===== src/rtl/cga_vram_pkg.sv =====
// Shared types and widths for the CGA video RAM arbiter and its address mapper.
package cga_vram_pkg;

  localparam int unsigned VRAM_AW   = 14;
  localparam int unsigned VRAM_DW   = 8;
  localparam int unsigned CRTC_MA_W = 14;
  localparam int unsigned CRTC_RA_W = 5;

  // Owner of the RAM port in a given clk; follows the access into the capture stage.
  typedef enum logic [2:0] {
    TAG_NONE,
    TAG_VC,
    TAG_VA,
    TAG_CR,
    TAG_CW
  } slot_tag_e;

  // CRTC position as captured at a character tick.
  typedef struct packed {
    logic                 gfx;
    logic [CRTC_MA_W-1:0] ma;
    logic [CRTC_RA_W-1:0] ra;
  } crtc_pos_t;

endpackage


===== src/rtl/cga_vram_addr_map.sv =====
// Maps a CRTC position plus byte select onto a VRAM byte address (text or CGA graphics layout).
module cga_vram_addr_map
  import cga_vram_pkg::*;
(
  input  logic                 gfx_mode,
  input  logic [CRTC_MA_W-1:0] crtc_ma,
  input  logic [CRTC_RA_W-1:0] crtc_ra,
  input  logic                 b,
  output logic [VRAM_AW-1:0]   vaddr_c
);

  logic unused_bits;
  assign unused_bits = ^{crtc_ma[CRTC_MA_W-1], crtc_ra[CRTC_RA_W-1:1]};

  // Graphics mode interleaves even/odd scanlines into the two 8 KB halves.
  always_comb begin
    if (gfx_mode) begin
      vaddr_c = {crtc_ra[0], crtc_ma[11:0], b};
    end else begin
      vaddr_c = {crtc_ma[12:0], b};
    end
  end

endmodule


===== src/rtl/cga_vram_arbiter.sv =====
// Single-port VRAM arbiter: CRTC char/attr fetch has absolute priority, the ISA CPU
// takes any free slot and is held off with cpu_wait until its access completes.
module cga_vram_arbiter
  import cga_vram_pkg::*;
#(
  parameter int unsigned AW = VRAM_AW,
  parameter int unsigned DW = VRAM_DW
) (
  input  logic                 clk,
  input  logic                 reset,
  input  logic                 char_tick,
  input  logic                 gfx_mode,
  input  logic [CRTC_MA_W-1:0] crtc_ma,
  input  logic [CRTC_RA_W-1:0] crtc_ra,
  input  logic                 cpu_req,
  input  logic                 cpu_we,
  input  logic [AW-1:0]        cpu_addr,
  input  logic [DW-1:0]        cpu_wdata,
  output logic [DW-1:0]        cpu_rdata,
  output logic                 cpu_ack,
  output logic                 cpu_wait,
  output logic [AW-1:0]        ram_addr,
  output logic                 ram_we,
  output logic [DW-1:0]        ram_wdata,
  input  logic [DW-1:0]        ram_rdata,
  output logic [DW-1:0]        vid_char,
  output logic [DW-1:0]        vid_attr,
  output logic                 vid_valid,
  output logic                 overrun
);

  logic        req_q, req_d;
  logic        done_q, done_d;
  logic        issued_q, issued_d;
  logic        attr_pend_q, attr_pend_d;
  crtc_pos_t   pos_q, pos_d;
  slot_tag_e   tag_q, tag_d;
  logic [DW-1:0] stage_q, stage_d;
  logic [DW-1:0] vid_char_q, vid_char_d;
  logic [DW-1:0] vid_attr_q, vid_attr_d;
  logic        vid_valid_q, vid_valid_d;
  logic [DW-1:0] cpu_rdata_q, cpu_rdata_d;
  logic        cpu_ack_q, cpu_ack_d;
  logic        overrun_q, overrun_d;

  crtc_pos_t          live_pos;
  crtc_pos_t          map_pos;
  logic               map_b;
  logic [VRAM_AW-1:0] vaddr_c;
  slot_tag_e          issue_tag;

  assign live_pos = {gfx_mode, crtc_ma, crtc_ra};

  // The attr fetch reuses the position captured at the tick, unless a new tick pre-empts it.
  always_comb begin
    map_pos = live_pos;
    map_b   = 1'b0;
    if (!char_tick && attr_pend_q) begin
      map_pos = pos_q;
      map_b   = 1'b1;
    end
  end

  cga_vram_addr_map u_addr_map (
    .gfx_mode (map_pos.gfx),
    .crtc_ma  (map_pos.ma),
    .crtc_ra  (map_pos.ra),
    .b        (map_b),
    .vaddr_c  (vaddr_c)
  );

  // Port owner for this clk; the CPU only sees the request one clk after it is sampled.
  always_comb begin
    issue_tag = TAG_NONE;
    ram_addr  = '0;
    ram_we    = 1'b0;
    ram_wdata = '0;
    if (!reset) begin
      if (char_tick) begin
        issue_tag = TAG_VC;
        ram_addr  = AW'(vaddr_c);
      end else if (attr_pend_q) begin
        issue_tag = TAG_VA;
        ram_addr  = AW'(vaddr_c);
      end else if (req_q && !done_q && !issued_q) begin
        issue_tag = cpu_we ? TAG_CW : TAG_CR;
        ram_addr  = cpu_addr;
        if (cpu_we) begin
          ram_we    = 1'b1;
          ram_wdata = cpu_wdata;
        end
      end
    end
  end

  // Next-state: issue bookkeeping plus the capture stage driven by last clk's tag.
  always_comb begin
    req_d       = cpu_req;
    done_d      = done_q;
    issued_d    = issued_q;
    attr_pend_d = attr_pend_q;
    pos_d       = pos_q;
    tag_d       = issue_tag;
    stage_d     = stage_q;
    vid_char_d  = vid_char_q;
    vid_attr_d  = vid_attr_q;
    vid_valid_d = 1'b0;
    cpu_rdata_d = cpu_rdata_q;
    cpu_ack_d   = 1'b0;
    overrun_d   = overrun_q;

    if (char_tick) begin
      attr_pend_d = 1'b1;
      pos_d       = live_pos;
      if (attr_pend_q) begin
        overrun_d = 1'b1;
      end
    end else if (attr_pend_q) begin
      attr_pend_d = 1'b0;
    end

    if (issue_tag == TAG_CR || issue_tag == TAG_CW) begin
      issued_d = 1'b1;
    end

    case (tag_q)
      TAG_VC: stage_d = ram_rdata;
      TAG_VA: begin
        vid_char_d  = stage_q;
        vid_attr_d  = ram_rdata;
        vid_valid_d = 1'b1;
      end
      TAG_CR: begin
        cpu_rdata_d = ram_rdata;
        cpu_ack_d   = 1'b1;
        done_d      = 1'b1;
        issued_d    = 1'b0;
      end
      TAG_CW: begin
        cpu_ack_d = 1'b1;
        done_d    = 1'b1;
        issued_d  = 1'b0;
      end
      default: ;
    endcase

    if (!cpu_req) begin
      done_d = 1'b0;
    end
  end

  always_ff @(posedge clk) begin
    if (reset) begin
      req_q       <= 1'b0;
      done_q      <= 1'b0;
      issued_q    <= 1'b0;
      attr_pend_q <= 1'b0;
      pos_q       <= '0;
      tag_q       <= TAG_NONE;
      stage_q     <= '0;
      vid_char_q  <= '0;
      vid_attr_q  <= '0;
      vid_valid_q <= 1'b0;
      cpu_rdata_q <= '0;
      cpu_ack_q   <= 1'b0;
      overrun_q   <= 1'b0;
    end else begin
      req_q       <= req_d;
      done_q      <= done_d;
      issued_q    <= issued_d;
      attr_pend_q <= attr_pend_d;
      pos_q       <= pos_d;
      tag_q       <= tag_d;
      stage_q     <= stage_d;
      vid_char_q  <= vid_char_d;
      vid_attr_q  <= vid_attr_d;
      vid_valid_q <= vid_valid_d;
      cpu_rdata_q <= cpu_rdata_d;
      cpu_ack_q   <= cpu_ack_d;
      overrun_q   <= overrun_d;
    end
  end

  assign cpu_rdata = cpu_rdata_q;
  assign cpu_ack   = cpu_ack_q;
  assign cpu_wait  = cpu_req & ~done_q;
  assign vid_char  = vid_char_q;
  assign vid_attr  = vid_attr_q;
  assign vid_valid = vid_valid_q;
  assign overrun   = overrun_q;

endmodule


===== config.mk =====
export PLATFORM = sky130hd
export DESIGN_NAME = cga_vram_arbiter
export DESIGN_NICKNAME = d
export VERILOG_FILES = /design/src/rtl/cga_vram_pkg.sv /design/src/rtl/cga_vram_addr_map.sv /design/src/rtl/cga_vram_arbiter.sv
export SDC_FILE = /design/constraint.sdc
export NUM_CORES = 1
export LEC_CHECK = 0
export ABC_AREA = 1
export BUFFER_PORTS_ARGS = -buffer_cell sky130_fd_sc_hd__buf_2
export CORE_ASPECT_RATIO = 0.8
export CORE_MARGIN = 1.5
export CORE_UTILIZATION = 47
export CTS_BUF_LIST = sky130_fd_sc_hd__clkbuf_16
export DETAILED_ROUTE_END_ITERATION = 8
export GPL_ROUTABILITY_DRIVEN = 0
export PLACE_DENSITY = 0.77
export SETUP_SLACK_MARGIN = 0.02
export SYNTH_ARGS = -nofsm -noshare
export SYNTH_HDL_FRONTEND = slang
export SYNTH_SLANG_ARGS = --single-unit

===== constraint.sdc =====
create_clock -name clk -period 1.2 [get_ports clk]
set_input_delay 0.12 -clock clk [delete_from_list [all_inputs] [get_ports clk]]
set_output_delay 0.12 -clock clk [all_outputs]
set_load 0.02 [all_outputs]

==> results of run 1 <==
-- worst min-delay path: stages --
cell and delay [ns]:
buf_2 0.10, nand2_1 0.05, nand2_1 0.04
-- registers in the layout, summed over array words and instances (netlist names) --
register     count
vid_valid        1
done_q           1
issued_q         1
stage_q          8
overrun          1
vid_attr         8
vid_char         8
tag_q            3
req_q            1
cpu_ack          1
pos_q           15
cpu_rdata        8
attr_pend_q      1
-- worst max path at each step --
stage | start | end | cells after the start | slack [ns]
final | done_q | ram_wdata[6] | 6 | -0.32
after global routing | done_q | ram_wdata[4] | 6 | -0.38
after CTS | done_q | ram_addr[3] | 6 | -0.34
after detailed placement | issued_q | ram_addr[3] | 6 | -0.08
after global placement | issued_q | ram_addr[2] | 6 | -0.04
after floorplan | attr_pend_q | ram_wdata[0] | 5 | -0.03
-- where the power goes --
| group | total [mW] | internal (mW) | switching [mW] |
|---|---|---|---|
| combinational | 0.703 | 0.283 | 0.420 |
| sequential | 2.04 | 1.99 | 0.0470 |
| clock | 2.48 | 1.60 | 0.878 |
| total | 5.21 | 3.87 | 1.34 |
-- Yosys cell counts, types with 2 or more instances --
| master | n |
|---|---|
| dfxtp_1 | 57 |
| inv_1 | 55 |
| nor2_1 | 46 |
| o21ai_0 | 41 |
| a21oi_1 | 38 |
| nand2_1 | 35 |
| o22ai_1 | 11 |
| buf_2 | 9 |
| nand3_1 | 7 |
| o21ai_1 | 6 |
| buf_6 | 4 |
| inv_2 | 4 |
| nand3_2 | 3 |
| clkbuf_1 | 2 |
| nand2_2 | 2 |
| nor2_2 | 2 |
| nor2_4 | 2 |
-- kinds of logic (layout without fill, tap and decap cells) --
kind of cell,after synthesis,after routing,synth area share [%]
AOI/OAI and AO/OA,100,100,21.5
and+or+nand+nor,100,100,18.2
DFF,57,57,46.7
buffers and inverters,76,193,13.6
-- per-layer routing --
metal  vias up  part of all wire, %  track usage, %
met4         0                 0.83            9.02
met3         7                  5.3            6.23
li1       1290                    -               -
met2        76                   51            38.5
met5         -                    0               0
met1      1146                   43            26.6
-- cell type report --
class | count | area, sq um
well taps | 62 | 77.6
inverters | 60 | 243
multi-input cells | 200 | 1110
flip-flops and latches | 57 | 1140
repair buffers | 117 | 746
fillers | 413 | 1390
clock inverters | 7 | 71.3
clock buffers | 9 | 225
-- through the flow --
step / area (sq um) / TNS (ns) / instances / util, %
6_report: 3620 / -6.43 / 512 / 72.3
5_1_grt: 3620 / -7.86 / 512 / 72.3
4_1_cts: 3520 / -7.02 / 509 / 70.2
3_5_place_dp: 3130 / -0.709 / 493 / 62.6
3_3_place_gp: 3130 / -0.342 / 493 / 62.6
2_1_floorplan: 2540 / -0.0275 / 333 / -
-- timing repair --
item,in CTS,in global routing
setup buffers,0,3
pin swaps,4,3
setup endpoints to repair,23,41
gates resized for setup,29,31
==> summary.md, run 1 <==
| Metric | Value |
|---|---|
| Mapped Cells | between 300 and 400 |
| NumNets Final | 500 |
| Max H-tree Level | 3 |
| Hold path depth | 3 |
| Setup WS post-layout | -0.321 ns |
| FF-to-FF End | issued_q |
| Area grow syn2layout | 48.2% |
| Post-synth net total | 388 |
| Cells along the critical path | nor2_4, nand3_4, nor2_4, inv_6, nor2_4, buf_6 |
| Die area | around 5600 sq um |
| P_leak | 1.66 nW |
| Min-Delay Endpoint | pos_q[19] |
| Slowest CP cell | dfxtp_2 |
| Drt wl/cell | 12.5 microns |
| Clock slew at reported path FFs | around 0.05 ns |
| DP Wirelength | 4.37 mm |
| Post-synth ARST share | 0% |
| # hold bufs at CTS | 0 |
| Via count | 2519 |
| R2R depth | 6 |
| Initial antenna violation count | 0 |
| PnR Total Power | 5.21 mW |
| Initial Util | between 40% and 50% |
| Ant. Diodes | 0 |
| Clock Latency Late Sink | 0.32 ns |
| Clock Sinks | 57 |
| RSZ-0062 raised after global routing | true |
| Synth area leader | dfxtp_1 |
| Worst min path class | input pin to register |
| Port bufs | 100 |
| R2R Setup Slk | ~0.06 ns |
| RR Startpoint | done_q |
| Top post-synthesis cells by area | dfxtp_1 47%, inv_1 8.4%, o21ai_0 8.4% |
| Final ANT Viol Nets | 0 |
| Syn avg cell area | 7.34 sq um |
| Top delay family on crit path | simple AND/OR/NAND/NOR gates |
| Synth Register Bits | between 50 and 60 |
| Worst Max-Slew Pin Slew | 0.271 ns |
| Vias/cell | 4.92 |
| Drt first pass iters | 4 |
| EDFF count, synth | 0 |
| Largest net degree at the start of global routing | 35 |
| FP Rows | 23 |
| Fmax achieved | 657 MHz |
| Post-synth top area share | 46.7% |
| Most frequent cells in the layout | 76 x buf_2, 54 x dfxtp_1, 51 x inv_1 |
| CTS tree | built |
| Worst EP arrival | 1.40 ns |
| Layout Skew | 0.00576 ns |
| Max-slew violation count | 0 |
| Core Box Area | between 5000 and 6000 sq um |
| Top_reg_cell synth | dfxtp_1 |
| Number of global-route vias before repair | around 2.3k |
| Crit path capture type | primary output |
| Root Driver | clkbuf_16 |
| Overall routed net length | 6.40 mm |
| Hold slack | 0.0181 ns |
| Status | complete, but fails checks |
| Setup crit start kind | register |
| Starting DRC count in detailed routing | 79 |
| Top cell by count, worst path | nor2_4 |
| Layout cells sized above 1 | 40.0% |
| Die X | 83.6 microns |
| Failing checks | setup timing |
| Drc violations | 0 |
| CP max stage delay | around 0.33 ns |
| Die Y | 67.5 microns |
| Beginning of the worst hold path | gfx_mode |
| Pwr Density | between 1000 and 1500 nW/um^2 |
| Pre-CTS WS | -0.0807 ns |
| Final period utilization | 127% |
| Post-Syn Area | 2440 sq um |
| Ports | 106 |
| Final setup fails | 23 |
| Fin crit period | 1.52 ns |
| Clock Path Buffers | 2 |
| Remaining global-route overflow | 0 |
| Buf/Inv on CP | 2 |
| GRT Util Overall | 22.2% |
| Fin. Hold Viols | 0 |
| WP data required | 1.08 ns |
| Ys Warns | 0 |
| Setup Crit Path Kind | register to primary output |
| # Max-Cap Violations | 0 |
| Commonest non-fill, non-tap cell in the layout | buf_2 |
| Library cells used by synthesis | 26 |
| Total CTS buffers | 9 |
| Slew margin rel. | 81.9% |
| Post-synthesis sequential area ratio | 46.7% |
| Crit Path Max Fanout | 8 |
| First-pass GRT wire length | 9.89 mm |
| Peak supply drop | 1060 uV |
No activity file was read; power rests on OpenSTA's default activity.
==> run 2, diff against run 1 <==
--- a/config.mk
+++ b/config.mk
@@ -14,6 +14,7 @@
 export DETAILED_ROUTE_END_ITERATION = 8
 export GPL_ROUTABILITY_DRIVEN = 0
 export PLACE_DENSITY = 0.77
+export REMOVE_ABC_BUFFERS = 1
 export SETUP_SLACK_MARGIN = 0.02
 export SYNTH_ARGS = -nofsm -noshare
 export SYNTH_HDL_FRONTEND = slang
==> run 2 against run 1 <==
The run still ends with setup timing left. Sequential share of layout area rose by 0.14 points. Worst hold slack better by 0.0052 ns. Largest cell class unchanged. Routed wire length rose by 7.0%. Critical path depth unchanged. Flip-flop and latch count is the same. Die area unchanged. Total power increased by 2.8%. Global-route usage rose by 1.2 points. Clock skew about the same. Clock-buffer cell count is the same.
==> summary.md, run 2 (synthesis gave the netlist of run 1 again) <==
| Metric | Value |
|---|---|
| Buf/Inv on CP | 2 (unchanged) |
| Crit path capture type | primary output (unchanged) |
| First-pass GRT wire length | 10.3 mm (was 9.89 mm) |
| Hold slack | 0.0234 ns (was 0.0181 ns) |
| CTS tree | built (unchanged) |
| Worst EP arrival | 1.56 ns (was 1.40 ns) |
| Crit Path Max Fanout | 8 (unchanged) |
| Clock slew at reported path FFs | 0.05 ns (about the same) |
| Fin. Hold Viols | 0 (unchanged) |
| # hold bufs at CTS | 0 (unchanged) |
| Worst min path class | input pin to register (unchanged) |
| Status | complete, but fails checks (unchanged) |
| Setup Crit Path Kind | register to primary output (unchanged) |
| Vias/cell | 5.01 (was 4.92) |
| NumNets Final | 501 (was 500) |
| Max reg flops | 15 (unchanged) |
| Fmax achieved | 597 MHz (was 657 MHz) |
| Setup WS post-layout | -0.475 ns (was -0.321 ns) |
| Total CTS buffers | 9 (unchanged) |
| Final Non-Filler Cells | 513 (was 512) |
| Ports | 106 (unchanged) |
| Top cell by count, worst path | nor2_4 (unchanged) |
| Initial antenna violation count | 0 (unchanged) |
| WP data required | 1.08 ns (about the same) |
| Clock Path Buffers | 2 (unchanged) |
| Largest net degree at the start of global routing | 37 (was 35) |
| Setup crit start kind | register (unchanged) |
| Placed cells | 490 (was 493) |
| Most frequent cells in the layout | 79 x buf_2, 53 x dfxtp_1, 52 x inv_1 (was 76 x buf_2, 54 x dfxtp_1, 51 x inv_1) |
| Drt first pass iters | 4 (unchanged) |
| Die Y | 67.5 microns (unchanged) |
| Worst Max-Slew Pin Slew | 0.303 ns (was 0.271 ns) |
| P_leak | 1.68 nW (was 1.66 nW) |
| Drt wl/cell | 13.4 microns (was 12.5 microns) |
| Fill cells | 410 (was 413) |
| Slew margin rel. | 79.8% (was 81.9%) |
| Area grow syn2layout | 48.0% (was 48.2%) |
| Top delay family on crit path | simple AND/OR/NAND/NOR gates (unchanged) |
| Port bufs | 100 (unchanged) |
| GRT Util Overall | 23.4% (was 22.2%) |
| # Max-Cap Violations | 0 (unchanged) |
| R2R Setup Slk | -0.07 ns (was 0.06 ns) |
| Layout cells sized above 1 | 40.4% (was 40.0%) |
| Cells along the critical path | nor2_4, nand3_4, nor2_4, inv_6, nor2_1, buf_4 (was nor2_4, nand3_4, nor2_4, inv_6, nor2_4, buf_6) |
| Remaining global-route overflow | 0 (unchanged) |
| Peak supply drop | 1080 uV (was 1060 uV) |
| Clock Latency Late Sink | 0.32 ns (about the same) |
| Initial Util | 48.8% (unchanged) |
| Final period utilization | 140% (was 127%) |
| Final ANT Viol Nets | 0 (unchanged) |
| DP Wirelength | 4.02 mm (was 4.37 mm) |
| Clock Sinks | 57 (unchanged) |
| CP max stage delay | 0.33 ns (about the same) |
| Max H-tree Level | 3 (unchanged) |
| Commonest non-fill, non-tap cell in the layout | buf_2 (unchanged) |
| Number of global-route vias before repair | 2277 (was 2251) |
| Starting DRC count in detailed routing | 174 (was 79) |
| Setup TNS | -8.06 ns (was -6.43 ns) |
| Die X | 83.6 microns (unchanged) |
| Root Driver | clkbuf_16 (unchanged) |
| Ant. Diodes | 0 (unchanged) |
| Via count | 2570 (was 2519) |
| Layout Skew | 0.00594 ns (was 0.00576 ns) |
| Fin crit period | 1.68 ns (was 1.52 ns) |
| Drc violations | 0 (unchanged) |
| Pwr Density | 1480 nW/um^2 (was 1440 nW/um^2) |
| Core Box Area | 5010 sq um (unchanged) |
| RSZ-0062 raised after global routing | true (unchanged) |
| Die area | 5650 sq um (unchanged) |
| Failing checks | setup timing (unchanged) |
| Final setup fails | 25 (was 23) |
| Layout Utilization | 72.3% (about the same) |
| FP Rows | 23 (unchanged) |
| Max-slew violation count | 0 (unchanged) |
| Reg with most FFs | pos_q (unchanged) |
| Overall routed net length | 6.85 mm (was 6.40 mm) |
| Slowest CP cell | dfxtp_2 (unchanged) |
## run 2: cell count changes in the layout (fill, tap and decap cells not counted), sizes merged
cell and change:
inv -1, bufinv +1, dlymetal6s2s +1, clkinvlp -2
clkinv +3, buf -1
## run 2: repair_timing
item,4_1_cts,5_1_grt
setup buffers,2,4
endpoints found under the setup margin,31,51
resized for setup,31,56
cloned,1,0
pin swaps,4,12
## run 2: area by class of cell
| type | instances | area, sq um | share of cell area, % |
|---|---|---|---|
| Tap cell | 62 | 77.6 | 2.14 |
| Inverter | 60 | 241 | 6.67 |
| Sequential cell | 57 | 1150 | 31.7 |
| Multi-Input combinational cell | 200 | 1100 | 30.5 |
| Timing Repair inverter | 1 | 6.26 | 0.173 |
| Clock buffer | 9 | 225 | 6.22 |
| Timing Repair Buffer | 117 | 732 | 20.2 |
| Clock inverter | 7 | 85.1 | 2.35 |
## run 2: tightest hold or removal path, stage by stage
cell     delay (ns)
buf_2          0.09
nand2_1        0.05
nand2_1        0.05
## run 2: where the power goes
part	internal, mW	total [mW]	leakage, nW	switching (mW)
clock	1.79	2.63	0.152	0.839
sequential	1.99	2.04	0.468	0.0490
combinational	0.276	0.695	1.06	0.418
## run 2: worst paths after layout
check              startpoint            to  cells past startpoint
setup / recovery       done_q  ram_wdata[4]                      6
hold / removal    crtc_ma[12]     pos_q[17]                      3
setup reg to reg       done_q      issued_q                      6
hold reg to reg   vid_attr[3]   vid_attr[3]                      2
## run 2: per-layer routing
| layer | up-vias | wire (microns) | part of all wire [%] | track usage, % |
|---|---|---|---|---|
| li1 | 1297 | - | - | - |
| met1 | 1152 | 2850 | 42 | 27.2 |
| met2 | 105 | 3390 | 49 | 38.9 |
| met3 | 16 | 456 | 6.7 | 9.54 |
| met4 | 0 | 152 | 2.2 | 9.84 |
| met5 | - | 0 | 0 | 0 |
## run 2: metrics by stage
stage                     instance area [sq um]  power (mW)  worst slack (ns)
after detailed placement                   3010        2.67           -0.0511
after CTS                                  3440        5.32            -0.326
final                                      3620        5.36            -0.475
after floorplan                            2340        2.41            -0.213
after global placement                     3010        2.65           -0.0250
after global routing                       3620        5.57            -0.536
